## config.mk

```make
export PLATFORM = sky130hd
export DESIGN_NAME = output_port_packetizer
export DESIGN_NICKNAME = d
export VERILOG_FILES = /design/src/rtl/output_port_packetizer.sv
export SDC_FILE = /design/constraint.sdc
export NUM_CORES = 1
export LEC_CHECK = 0
export BUFFER_PORTS_ARGS = -buffer_cell sky130_fd_sc_hd__buf_2
export CAP_MARGIN = 20
export CORE_ASPECT_RATIO = 0.7
export CORE_UTILIZATION = 30
export DETAILED_ROUTE_END_ITERATION = 7
export GPL_TIMING_DRIVEN = 0
export PLACE_DENSITY_LB_ADDON = 0.25
export SLEW_MARGIN = 20
export SYNTH_ARGS = -nofsm -noshare
export SYNTH_HDL_FRONTEND = slang
export SYNTH_SLANG_ARGS = --single-unit
```

## constraint.sdc

```tcl
create_clock -name clk -period 5.1 [get_ports clk]
set_clock_uncertainty 0.2 [all_clocks]
set_input_delay 0.51 -clock clk [delete_from_list [all_inputs] [get_ports clk]]
set_output_delay 0.51 -clock clk [all_outputs]
set_load 0.02 [all_outputs]
```

## src/rtl/output_port_packetizer.sv

```systemverilog
// rtl/output_port_packetizer.sv - credit-based BFT output port packetizer
// Optional OUT_PORT_CREDIT_CHECK_EN adds the sticky credit_err output.
module output_port_packetizer #(
  parameter int PACKET_BITS           = 97,
  parameter int NUM_LEAF_BITS         = 6,
  parameter int NUM_PORT_BITS         = 4,
  parameter int NUM_ADDR_BITS         = 7,
  parameter int PAYLOAD_BITS          = 64,
  parameter int PORT_No               = 2,
  parameter int FREESPACE_UPDATE_SIZE = 64
) (
  input  logic                     clk,
  input  logic                     reset,
  input  logic                     ap_start,
  input  logic [NUM_LEAF_BITS-1:0] dst_leaf,
  input  logic [NUM_PORT_BITS-1:0] dst_port,
  input  logic [PAYLOAD_BITS-1:0]  din_user,
  input  logic                     vld_user,
  output logic                     ack2user,
  input  logic [PACKET_BITS-1:0]   din_leaf_bft2interface,
  output logic [PACKET_BITS-1:0]   dout_leaf_interface2bft,
  input  logic                     resend,
  output logic [NUM_ADDR_BITS:0]   credit_cnt
`ifdef OUT_PORT_CREDIT_CHECK_EN
  ,
  output logic                     credit_err
`endif
);

  localparam int PAD_BITS = PACKET_BITS - 1 - NUM_LEAF_BITS - NUM_PORT_BITS
                            - NUM_ADDR_BITS - PAYLOAD_BITS;
  localparam int CW      = NUM_ADDR_BITS + 1;
  localparam int PORT_HI = PACKET_BITS - 2 - NUM_LEAF_BITS;
  localparam int PORT_LO = PACKET_BITS - 1 - NUM_LEAF_BITS - NUM_PORT_BITS;

  // One extra bit so credit + update never wraps before saturation.
  localparam logic [CW:0] CREDIT_MAX = (CW+1)'(2 ** NUM_ADDR_BITS);
  localparam logic [CW:0] UPD_SIZE   = (CW+1)'(FREESPACE_UPDATE_SIZE);

  typedef enum logic {IDLE, RUN} state_t;

  state_t                   state, state_next;
  logic [NUM_ADDR_BITS-1:0] addr;
  logic                     out_vld;
  logic                     fs_update;
  logic [CW:0]              credit_sum;
  logic                     credit_over;
  logic [CW-1:0]            credit_next;
  logic                     unused_din;

  assign out_vld = dout_leaf_interface2bft[PACKET_BITS-1];

  always_ff @(posedge clk) begin
    if (reset) begin
      state <= IDLE;
    end else begin
      state <= state_next;
    end
  end

  always_comb begin
    state_next = state;
    case (state)
      IDLE: if (ap_start) state_next = RUN;
      RUN:  if (!ap_start && !(out_vld && resend)) state_next = IDLE;
      default: state_next = IDLE;
    endcase
  end

  assign ack2user = (state == RUN) && vld_user && (credit_cnt != '0) && !resend;

  assign fs_update = din_leaf_bft2interface[PACKET_BITS-1] &&
                     (din_leaf_bft2interface[PORT_HI:PORT_LO] == NUM_PORT_BITS'(PORT_No));

  assign unused_din = ^{din_leaf_bft2interface[PACKET_BITS-2:PORT_HI+1],
                        din_leaf_bft2interface[PORT_LO-1:0]};

  // A send only happens with credit >= 1, so the subtraction cannot underflow.
  assign credit_sum  = {1'b0, credit_cnt}
                     + (fs_update ? UPD_SIZE : '0)
                     - (ack2user ? (CW+1)'(1) : '0);
  assign credit_over = credit_sum > CREDIT_MAX;
  assign credit_next = credit_over ? CREDIT_MAX[CW-1:0] : credit_sum[CW-1:0];

  always_ff @(posedge clk) begin
    if (reset) begin
      credit_cnt <= CREDIT_MAX[CW-1:0];
      addr       <= '0;
    end else begin
      credit_cnt <= credit_next;
      if (ack2user) addr <= addr + 1'b1;
    end
  end

  // Held packets stay put under resend; otherwise each packet lives one cycle.
  always_ff @(posedge clk) begin
    if (reset) begin
      dout_leaf_interface2bft <= '0;
    end else if (!resend) begin
      if (ack2user) begin
        dout_leaf_interface2bft <= {1'b1, dst_leaf, dst_port, {PAD_BITS{1'b0}},
                                    addr, din_user};
      end else begin
        dout_leaf_interface2bft[PACKET_BITS-1] <= 1'b0;
      end
    end
  end

`ifdef OUT_PORT_CREDIT_CHECK_EN
  always_ff @(posedge clk) begin
    if (reset) begin
      credit_err <= 1'b0;
    end else if (credit_over || (ack2user && (credit_cnt == '0))) begin
      credit_err <= 1'b1;
    end
  end
`endif

endmodule

```

After elaboration in Yosys (flattened, before gate mapping)

Cells that the tools add are included.

Register bits after elaboration: 98
Bits of input ports: 176
Output and inout port bits: 106
Word-level logic and storage cells: 30

Add/sub/neg operators: 3
Magnitude comparators: 1
Eq/ne operators: 1
Multiplexer cells: 6
Bitwise logic cells: 2
Reduce and logical (&&, ||, !) cells: 12

Operators by type and width:

| kind                                                | number |
|---|---|
| adder 8 x 7 -> 9 bit                                | 1 |
| > comparator 9 x 8 -> 1 bit, second input constant  | 1 |
| subtractor 9 x 1 -> 9 bit                           | 1 |
| nonzero test 8 bit                                  | 1 |
| adder 7 x 1 -> 7 bit, second input constant         | 1 |
| 2-to-1 mux 7 bit                                    | 1 |
| logical AND 1 bit                                   | 6 |
| equality test 4 x 2 -> 1 bit, second input constant | 1 |
| 2-to-1 mux 1 bit                                    | 4 |
| zero test 1 bit                                     | 3 |
| inverter 1 bit                                      | 2 |
| one-hot mux 1 bit (2 select lines)                  | 1 |
| AND reduction 2 bit                                 | 1 |
| OR reduction 2 bit                                  | 1 |

Logic depth before layout (Yosys ltp)

Gate-level depths: netlist of run 1.

Depth after elaboration: 7
Mapped depth: 15
Mapped depth without buffers: 14

Least setup slack after synthesis of run 1

Ideal clock, no wire load.

Kind: register to register
Start: register credit_cnt[2]
End: register credit_cnt[0]
Library setup time: 144 ps
Data arrival time: 2,987 ps
Required time: 4,756 ps
Path slack: 1,769 ps
Stages on the path, launching flop included: 16
Buffers on the path: 1
Path through: dfxtp_1 -> inv_1 -> ha_1 -> a31o_2 -> inv_2 -> clkbuf_1 -> ha_1 -> inv_1 -> ha_1 -> inv_1 -> fa_1 -> nor2_1 -> a21boi_1 -> o21ai_1 -> xor2_1 -> a211oi_1

Cells in the longest elaborated chain, start to end: 7
Elaborated cells between the ends (all ways): 8
Those cells by class: add/sub: 2; order compare: 1; mux: 1; reduce/logical: 4

Ends and longest elaborated chain:

| item                                | RTL line | RTL |
|---|---|---|
| start, declared                     | 23       | `output logic [NUM_ADDR_BITS:0] credit_cnt` |
| start signal, assigned              | 87       | `credit_cnt <= CREDIT_MAX[CW-1:0];` |
| start signal, assigned              | 90       | `credit_cnt <= credit_next;` |
| nonzero test 8 bit (*)              | 70       | `assign ack2user = (state == RUN) && vld_user && (credit_cnt != '0) && !resend;` |
| logical AND 1 bit (*) (2 in a row)  | 70       |  |
| named net ack2user                  | 19       | `output logic ack2user,` |
| 2-to-1 mux 1 bit (*)                | 81       | `- (ack2user ? (CW+1)'(1) : '0);` |
| subtractor 9 x 1 -> 9 bit (*)       | 81       |  |
| > comparator 9 x 8 -> 1 bit         | 82       | `assign credit_over = credit_sum > CREDIT_MAX;` |
| OR reduction 2 bit (no source line) | -        |  |

Mark *: on every way through the listed nets, which the timed path passes. The rest lies on a longest branch.
A chain may end at the register's enable or synchronous reset.

Worst setup path after layout of run 1

Start: register credit_cnt[2]
End: register credit_cnt[4]

Cells in the longest elaborated chain, start to end: 7
Elaborated cells between the ends (all ways): 8
Those cells by class: add/sub: 2; order compare: 1; mux: 1; reduce/logical: 4

Ends and longest elaborated chain:

| item                                                         | RTL line |
|---|---|
| branches (longest 4 deep; another with adder 8 x 7 -> 9 bit) | - |
| subtractor 9 x 1 -> 9 bit (*)                                | 81 |
| > comparator 9 x 8 -> 1 bit                                  | 82 |
| OR reduction 2 bit (no source line)                          | - |

Every way passes the cells marked *.

==> results.md, run 1 <==
- Post-Syn Area: 0.003876 sq mm
- EDFF count, synth: 0
- GRT overflow: 0
- Slew Viols, Final: 0
- Reg2reg path depth: 15
- Site Rows: 34
- Commonest non-fill, non-tap cells in the layout: 186 x buf_2, 169 x nand2_1, 98 x dfxtp_1
- Synth-to-Final Area Change: 36.67%
- Worst setup SP type: flip-flop
- Met2 Usage GRT: 26.27%
- Height of the die: 97.10 um
- RSZ-0062 raised after global routing: no
- Post-route setup TNS: 0 ns
- Post-synthesis cell type count: 38
- Vias: 3727
- Number of global-route vias before repair: about 3600
- Reg2reg end: credit_cnt[4]
- Initial antenna violation count: 0
- Fmax achieved: between 200 and 300 MHz
- Register area share after synthesis: about half
- Wire length of the first global-routing pass: roughly 17000 um
- Final Net Count: 867
- Post-Syn Instances: roughly 480
- Critical path class: flip-flop to flip-flop
- Gr busiest metal: met2
- Final hold violation count: 0
- Antenna-violating nets left: 0
- Reg-to-Reg Start: credit_cnt[2]
- Die width: 137.9 um
- IO buf count: 174
- Hold-critical path endpoint: state
- Setup Fix Bufs, Post-CTS: 0
- Synth warnings: 0
- Fin crit period: around 3.5 ns
- Final worst setup slack: 1.584 ns
- Clock-pin slew on the worst setup and hold paths: 0.07 ns
- CP endpoint kind: flip-flop
- Average instance area after synthesis: 8.092 sq um
- Clk sinks: 98
- WL/cell: 12.82 um
- Clk buf depth: 2
- WP data required: 5.10 ns
- GRT Total Usage: 16.23%
- GR Util met1: between 20% and 30%
- Peak supply drop: around 410 uV
- Asr flop ratio synth: 0%
- Worst rel slew slack: 56.17%
- Worst EP arrival: 3.51 ns
- Final setup vio count: 0
- Post-cts hold buffer count: 0
- GRT met3 Usage: 5.216%
- CTS tree: yes
- Worst slew pin tran: approximately 0.66 ns
- Post-route insts no fill: 845
- CTS Buf Count: 9
- Drt first pass iters: 4
- Power per cell area: 424.1 mW/mm^2
- Clock root buffer: clkbuf_16
- Commonest non-fill, non-tap cell in the layout: buf_2
- Dpl hpwl: 8340 um
- WHS Path Cells: 3
- Top FF cell, synth: dfxtp_1
- Core Area: 0.01251 sq mm
- Routed WL: 10830 um
- R2r setup slk: about 1.6 ns
- Post-Place Setup Slack: 1.431 ns
- Initial core utilization: around 31%
- HP Class: primary input to flip-flop
- Vias per inst: 4.411
- Largest net degree at the start of global routing: 17
- LEAKAGE: 2.396 nW
- Die area: roughly 0.013 sq mm
- GP Congestion: 0.8220
- FILL cells: 1323
- CP max FO: 11
- Number of synthesized register bits: 98
- Status: completed
- Diode count: 0
- Residual DRC: 0
- # IOs: 282
- Max-cap violations: 0
- Worst-Skew Late Latency: 0.33 ns
- Hold_sp: ap_start
- Htree depth: 3
- Final period utilization: around 69%
- Post-cts sizing count: 0
- Iteration-0 DRC Markers: 141
- Placed cell count: between 800 and 900
- Layout cells sized above 1: around 33%
-- logic make-up after synthesis --
group | synth area share [%]
xor gates and xnor gates | 2.485
and+or+nand+nor | 20.53
buffers and inverters | 7.457
adders and majority gates | 4.390
other | 0.09674
DFF | 50.61
AOI/OAI and AO/OA | 14.43
-- synthesized netlist by cell type (2+ instances only) --
cell type | instances | share of area, %
a211oi_1 | 3 | 0.58
dfxtp_1 | 98 | 51
nor3_1 | 6 | 0.77
inv_2 | 2 | 0.19
a21oi_1 | 86 | 11
xnor2_1 | 5 | 1.1
nor2_1 | 8 | 0.77
inv_1 | 13 | 1.3
ha_1 | 12 | 3.9
nand4_1 | 3 | 0.48
clkbuf_1 | 16 | 1.5
buf_4 | 15 | 2.9
o21bai_1 | 2 | 0.39
xor2_1 | 6 | 1.4
buf_2 | 12 | 1.5
nand2_1 | 169 | 16
and3_1 | 2 | 0.32
-- per-stage QoR --
step	power, W	hold slack (ns)	area [sq um]	utilization (%)
5_1_grt	0.002405	0.1921	5298	42.36
4_1_cts	0.002273	0.1774	5298	42.36
3_5_place_dp	0.001592	0.2437	5002	40.00
2_1_floorplan	0.001414	0.2436	3929	-
6_report	0.002247	0.1915	5298	42.36
3_3_place_gp	0.001583	0.2387	5002	40.00
-- flip-flops by register name, summed over array words and instances, names as in the netlist --
register	flops
credit_cnt	8
addr	7
state	1
dout_leaf_interface2bft	82
-- worst max path at each step --
| stage | endpoint | from | cells past startpoint |
|---|---|---|---|
| after global placement | credit_cnt[5] | resend | 15 |
| final | credit_cnt[4] | credit_cnt[2] | 15 |
| after CTS | credit_cnt[4] | credit_cnt[2] | 15 |
| after floorplan | credit_cnt[0] | credit_cnt[2] | 15 |
| after global routing | credit_cnt[0] | credit_cnt[2] | 15 |
| after detailed placement | credit_cnt[0] | resend | 15 |
-- where the power goes --
group	leakage, nW	internal, W	switching, W	total (W)
clock network	0.135	0.000381	0.000295	0.000676
registers	0.792	0.000806	0.0000283	0.000834
logic	1.47	0.000301	0.000435	0.000736
total	2.40	0.00149	0.000758	0.00225
-- critical path, stage by stage, from the launching register on --
cell      delay (ns)
dfxtp_1         0.41
inv_1           0.09
ha_1            0.21
a31o_2          0.22
inv_2           0.14
clkbuf_1        0.41
ha_1            0.23
inv_1           0.04
ha_1            0.19
inv_1           0.07
fa_1            0.21
nor2_1          0.06
a21boi_1        0.21
o21ai_1         0.10
xor2_1          0.44
nor3_1          0.14
-- layer usage --
layer / part of all wire (%) / wire [um] / up-vias
met5: 0 / 0 / -
met4: 0.95 / 103 / 0
li1: - / - / 1930
met2: 44 / 4739 / 117
met3: 8.0 / 862 / 13
met1: 47 / 5124 / 1667
-- cell type report --
class	instances	area [sq um]	share of cell area, %
Clock buffer	10	229.0	4.322
Buffer	43	232.7	4.393
Timing Repair Buffer	174	870.8	16.44
Multi-Input combinational cell	337	1678	31.67
Sequential cell	98	1962	37.03
Tap cell	162	202.7	3.826
Clock inverter	6	66.31	1.252
Inverter	15	56.30	1.063
No activity file was read; power rests on OpenSTA's default activity.
==> run 2: changes to the inputs <==
==> constraint.sdc (replaced) <==
create_clock -name clk -period 3.5 [get_ports clk]
set_clock_uncertainty 0.2 [all_clocks]
set_input_delay 0.35 -clock clk [delete_from_list [all_inputs] [get_ports clk]]
set_output_delay 0.35 -clock clk [all_outputs]
set_load 0.02 [all_outputs]
==> results.md, run 2 (same netlist as run 1, synthesis figures left out) <==
- IO buf count: 174 (unchanged)
- Dpl hpwl: 8340 um (unchanged)
- Initial core utilization: 30.99% (unchanged)
- Top flop regs: dout_leaf_interface2bft x82, credit_cnt x8, addr x7
- Height of the die: 97.10 um (unchanged)
- Post-Place Setup Slack: -0.05914 ns (-1.490 ns)
- Post-route insts no fill: 844 (-0.12%)
- Final setup vio count: 0 (unchanged)
- Post-layout util: 42.39% (about the same)
- # IOs: 282 (unchanged)
- Die width: 137.9 um (unchanged)
- Number of global-route vias before repair: 3627 (-0.25%)
- Worst EP arrival: 3.15 ns (-0.36 ns)
- Net switching power: 0.001117 W (+47%)
- Synth-to-Final Area Change: 36.77% (about the same)
- R2r setup slk: 0.36 ns (-1.23 ns)
- Worst setup SP type: flip-flop
- Max-cap violations: 0 (unchanged)
- CTS Buf Count: 9 (unchanged)
- Antenna-violating nets left: 0 (unchanged)
- Clock root buffer: clkbuf_16
- Site Rows: 34 (unchanged)
- GRT Total Usage: 16.22% (about the same)
- Total power: 0.003296 W (+47%)
- Clk sinks: 98 (unchanged)
- Residual DRC: 0 (unchanged)
- Internal: 0.002178 W (+46%)
- Vias: 3703 (-0.64%)
- Largest net degree at the start of global routing: 19 (+2)
- WP data required: 3.51 ns (-1.59 ns)
- Final period utilization: 89.80% (+21 points)
- Worst path top cell family by delay: adder cells
- GP Congestion: 0.8220 (unchanged)
- Logic pwr share: 33.2% (+0.4 points)
- Clk buf depth: 2 (unchanged)
- Diode count: 0 (unchanged)
- Peak supply drop: 558.7 uV (+37%)
- Part of the power in registers: 36.9% (-0.2 points)
- Fin crit period: 3.143 ns (-0.3730 ns)
- Routed WL: 10850 um (+0.19%)
- RSZ-0062 raised after global routing: no
- Core Area: 0.01251 sq mm (unchanged)
- Fmax achieved: 318.2 MHz (+12%)
- Vias per inst: 4.387 (-0.53%)
- Final hold violation count: 0 (unchanged)
- GRT overflow: 0 (unchanged)
- Placed cell count: 829 (unchanged)
- HP Class: primary input to flip-flop
- Crit path launch: credit_cnt[7]
- Reg with most FFs: dout_leaf_interface2bft
- Hold_sp: ap_start
- Worst rel slew slack: 55.13% (-1.0 points)
- Layout cells sized above 1: 32.84% (+0.19 points)
- Commonest non-fill, non-tap cell in the layout: buf_2
- Die area: 0.01339 sq mm (unchanged)
- Clock power frac: 29.9% (-0.2 points)
- Slowest CP cell: fa_1
- Final worst setup slack: 0.3571 ns (-1.227 ns)
- WL/cell: 12.86 um (+0.31%)
- Max reg flops: 82 (unchanged)
- Status: completed
- Commonest non-fill, non-tap cells in the layout: 186 x buf_2, 169 x nand2_1, 98 x dfxtp_1
- LEAKAGE: 2.396 nW (about the same)
- Reg-to-Reg Start: credit_cnt[7]
- Switching part of the total: 33.90% (+0.16 points)
- Area of the multi-input gates: 0.001685 sq mm (+0.45%)
- Wire length of the first global-routing pass: 16990 um (-0.16%)
- CP max FO: 18 (+7)
- Clock-pin slew on the worst setup and hold paths: 0.07 ns (about the same)
- Slew Viols, Final: 0 (unchanged)
- Htree depth: 3 (unchanged)
- Initial antenna violation count: 0 (unchanged)
- Largest stage delay, worst path: 0.40 ns (-0.04 ns)
- Final Net Count: 866 (-0.12%)
- CP endpoint kind: flip-flop
- Drt first pass iters: 4 (unchanged)
- Critical path cell sequence: nor4_1, a31o_2, inv_2, ha_1, inv_1, ha_1, inv_1, fa_1, nor2_1, a21boi_1, o21ai_1, xor2_2, a211oi_1
- Worst slew pin tran: 0.6731 ns (+0.01564 ns)
- Register area: 0.001962 sq mm (unchanged)
- WP buf/inv: 3 (-2)
- Post-cts hold buffer count: 0 (unchanged)
- CTS tree: yes
- Worst-Skew Late Latency: 0.33 ns (about the same)
- Post-route setup TNS: 0 ns (unchanged)
- Power per cell area: 621.6 mW/mm^2 (+47%)
- Setup Fix Bufs, Post-CTS: 0 (unchanged)
- FILL cells: 1318 (-0.38%)
- Critical path class: flip-flop to flip-flop
- Iteration-0 DRC Markers: 164 (+16%)
run 2: changes by cell type in the layout (fill, tap and decap cells not counted), sizes merged:
cell	delta
clkbuf	-1
run 2: final timing paths:
path	endpoint	cells after the start
setup / recovery	credit_cnt[0]	13
hold / removal	state	3
setup reg to reg	credit_cnt[0]	13
hold reg to reg	dout_leaf_interface2bft[37]	2
run 2: timing repair:
item | in CTS | in global routing
gates cloned | 0 | 0
resized for setup | 0 | 1
endpoints found under the setup margin | 8 | 8
hold endpoints to repair | 0 | 0
run 2: through the flow:
stage | hold slack (ns) | area, sq um
CTS | 0.01744 | 5294
detailed placement | 0.2437 | 5002
finish | 0.02961 | 5301
global placement | 0.2387 | 5002
floorplan | 0.2436 | 3929
global route | 0.03211 | 5301
run 2: metal layers:
metal	GRT usage, %	vias to the layer above	share of wire [%]
met2	26.27	117	44
li1	-	1925	-
met4	3.763	0	0.91
met1	20.76	1648	47
met5	0	-	0
met3	5.216	13	8.0
run 2: power by group through the flow:
stage	combinational [W]	sequential (W)	clock [W]
floorplan	0.000758	0.00130	0
finish	0.00109	0.00122	0.000985
detailed placement	0.00108	0.00124	0
CTS	0.00108	0.00122	0.00101
global placement	0.00107	0.00124	0
global route	0.00123	0.00122	0.00107
run 2: worst min-delay path, stage by stage:
cell,delay (ns)
buf_2,0.08
a31oi_1,0.04
nor2_1,0.07
run 2: cell type report:
type / count / area share (%)
multi-input cells: 337 / 31.79
clock buffers: 10 / 4.319
well taps: 162 / 3.823
plain buffers: 42 / 4.319
repair buffers: 174 / 16.43
inverters: 15 / 1.062
flip-flops and latches: 98 / 37.01
clock inverters: 6 / 1.251
==> run 3: changes to the inputs <==
==> constraint.sdc (replaced) <==
create_clock -name clk -period 3.7 [get_ports clk]
set_clock_uncertainty 0.2 [all_clocks]
set_input_delay 0.37 -clock clk [delete_from_list [all_inputs] [get_ports clk]]
set_output_delay 0.37 -clock clk [all_outputs]
set_load 0.02 [all_outputs]
==> results.md, run 3 (same netlist as run 1, synthesis figures left out) <==
- Fmax achieved: 318.3 MHz (about the same)
- Worst EP arrival: 3.15 ns (about the same)
- Worst-Skew Late Latency: 0.33 ns (about the same)
- IO buf count: 174 (unchanged)
- Status: completed
- Site Rows: 34 (unchanged)
- Largest stage delay, worst path: 0.40 ns (about the same)
- Htree depth: 3 (unchanged)
- Initial antenna violation count: 0 (unchanged)
- Final hold violation count: 0 (unchanged)
- Post-cts sizing count: 0 (unchanged)
- # IOs: 282 (unchanged)
- Clk buf depth: 2 (unchanged)
- Slowest CP cell: fa_1
- Commonest non-fill, non-tap cell in the layout: buf_2
- Slew Viols, Final: 0 (unchanged)
- Worst slew pin tran: 0.6655 ns (-0.007623 ns)
- Clock-pin slew on the worst setup and hold paths: 0.07 ns (about the same)
- Commonest non-fill, non-tap cells in the layout: 186 x buf_2, 169 x nand2_1, 98 x dfxtp_1
- Post-route insts no fill: 844 (unchanged)
- Height of the die: 97.10 um (unchanged)
- WP data required: 3.71 ns (+0.20 ns)
- Clk sinks: 98 (unchanged)
- Power per cell area: 588.1 mW/mm^2 (-5.4%)
- Final period utilization: 84.90% (-4.9 points)
- Setup Fix Bufs, Post-CTS: 0 (unchanged)
- Dpl hpwl: 8340 um (unchanged)
- Part of the power in registers: 36.9% (about the same)
- Residual DRC: 0 (unchanged)
- Max-cap violations: 0 (unchanged)
- Largest net degree at the start of global routing: 17 (-2)
- Die width: 137.9 um (unchanged)
- RSZ-0062 raised after global routing: no
- Layout cells sized above 1: 32.84% (unchanged)
- Post-route setup TNS: 0 ns (unchanged)
- Reg with most FFs: dout_leaf_interface2bft
- Internal: 0.002061 W (-5.4%)
- CP max FO: 18 (unchanged)
- Critical path cell sequence: nor4_1, a31o_2, inv_2, ha_1, inv_1, ha_1, inv_1, fa_1, nor2_1, a21boi_1, o21ai_1, xor2_2, a211oi_1
- Total power: 0.003118 W (-5.4%)
- Max reg flops: 82 (unchanged)
- Core Area: 0.01251 sq mm (unchanged)
- Die area: 0.01339 sq mm (unchanged)
- Clock power frac: 29.9% (about the same)
- GP Congestion: 0.8220 (unchanged)
- Vias: 3709 (+0.16%)
- CTS tree: yes
- Net switching power: 0.001057 W (-5.4%)
- Diode count: 0 (unchanged)
- HP Class: primary input to flip-flop
- Post-cts hold buffer count: 0 (unchanged)
- GRT overflow: 0 (unchanged)
- WL/cell: 12.85 um (about the same)
- R2r setup slk: 0.56 ns (+0.20 ns)
- Initial core utilization: 30.99% (unchanged)
- Vias per inst: 4.395 (+0.16%)
- FILL cells: 1318 (unchanged)
- CTS Buf Count: 9 (unchanged)
- Critical path class: flip-flop to flip-flop
- Final setup vio count: 0 (unchanged)
- Routed WL: 10850 um (about the same)
- Clock root buffer: clkbuf_16
- CP endpoint kind: flip-flop
- Final Net Count: 866 (unchanged)
- Synth-to-Final Area Change: 36.77% (unchanged)
- Peak supply drop: 528.5 uV (-5.4%)
- Logic pwr share: 33.2% (about the same)
- Antenna-violating nets left: 0 (unchanged)
- Drt first pass iters: 5 (+1)
- Fin crit period: 3.141 ns (-0.001548 ns)
- Wire length of the first global-routing pass: 17020 um (+0.16%)
- Iteration-0 DRC Markers: 157 (-4.3%)
- Placed cell count: 829 (unchanged)
- Number of global-route vias before repair: 3636 (+0.25%)
- Switching part of the total: 33.91% (about the same)
- LEAKAGE: 2.396 nW (unchanged)
- Top flop regs: dout_leaf_interface2bft x82, credit_cnt x8, addr x7
- Worst Hold Slack: 0.04917 ns (+0.01955 ns)
- Worst setup SP type: flip-flop
- GRT Total Usage: 16.23% (about the same)
- Worst rel slew slack: 55.64% (+0.51 points)
-- run 3: final timing paths --
path	from	end	depth (start not counted)
worst max register to register	credit_cnt[7]	credit_cnt[0]	13
worst min-delay path	ap_start	state	3
worst max-delay path	credit_cnt[7]	credit_cnt[0]	13
worst min register to register	dout_leaf_interface2bft[37]	dout_leaf_interface2bft[37]	2
-- run 3: per-stage QoR --
stage / instance area, sq um / worst slack [ns] / util, %
after floorplan: 3929 / 0.3686 / -
after global placement: 5002 / 0.1866 / 40.00
after detailed placement: 5002 / 0.1409 / 40.00
after CTS: 5298 / 0.1146 / 42.36
after global routing: 5301 / 0.2621 / 42.39
final: 5301 / 0.5587 / 42.39
-- run 3: worst max-delay path, delay by kind of cell (launching register included) --
kind            cells  cell delay, ns
fa+ha+maj           3            0.80
flops               1            0.38
xor+xnor            1            0.32
simple gates        2            0.41
buf+inv             3            0.26
compound gates      4            0.63
-- run 3: layout make-up --
| class | instances | area [sq um] | share of cell area (%) |
|---|---|---|---|
| plain buffers | 42 | 229.0 | 4.319 |
| clock buffers | 10 | 229.0 | 4.319 |
| well taps | 162 | 202.7 | 3.823 |
| inverters | 15 | 56.30 | 1.062 |
| repair buffers | 174 | 870.8 | 16.43 |
| multi-input cells | 337 | 1685 | 31.79 |
| clock inverters | 6 | 66.31 | 1.251 |
| flip-flops and latches | 98 | 1962 | 37.01 |
-- run 3: routing by layer --
| metal | track usage (%) | vias up | share of wire, % |
|---|---|---|---|
| li1 | - | 1925 | - |
| met2 | 26.27 | 117 | 44 |
| met4 | 3.763 | 0 | 0.95 |
| met1 | 20.80 | 1654 | 47 |
| met3 | 5.216 | 13 | 8.0 |
| met5 | 0 | - | 0 |
-- run 3: power by group through the flow --
stage,clock network (W),logic (W),registers (W)
after floorplan,0,0.000717,0.00123
after global placement,0,0.00101,0.00117
after detailed placement,0,0.00102,0.00117
after CTS,0.000959,0.00102,0.00115
after global routing,0.00101,0.00116,0.00116
final,0.000932,0.00104,0.00115
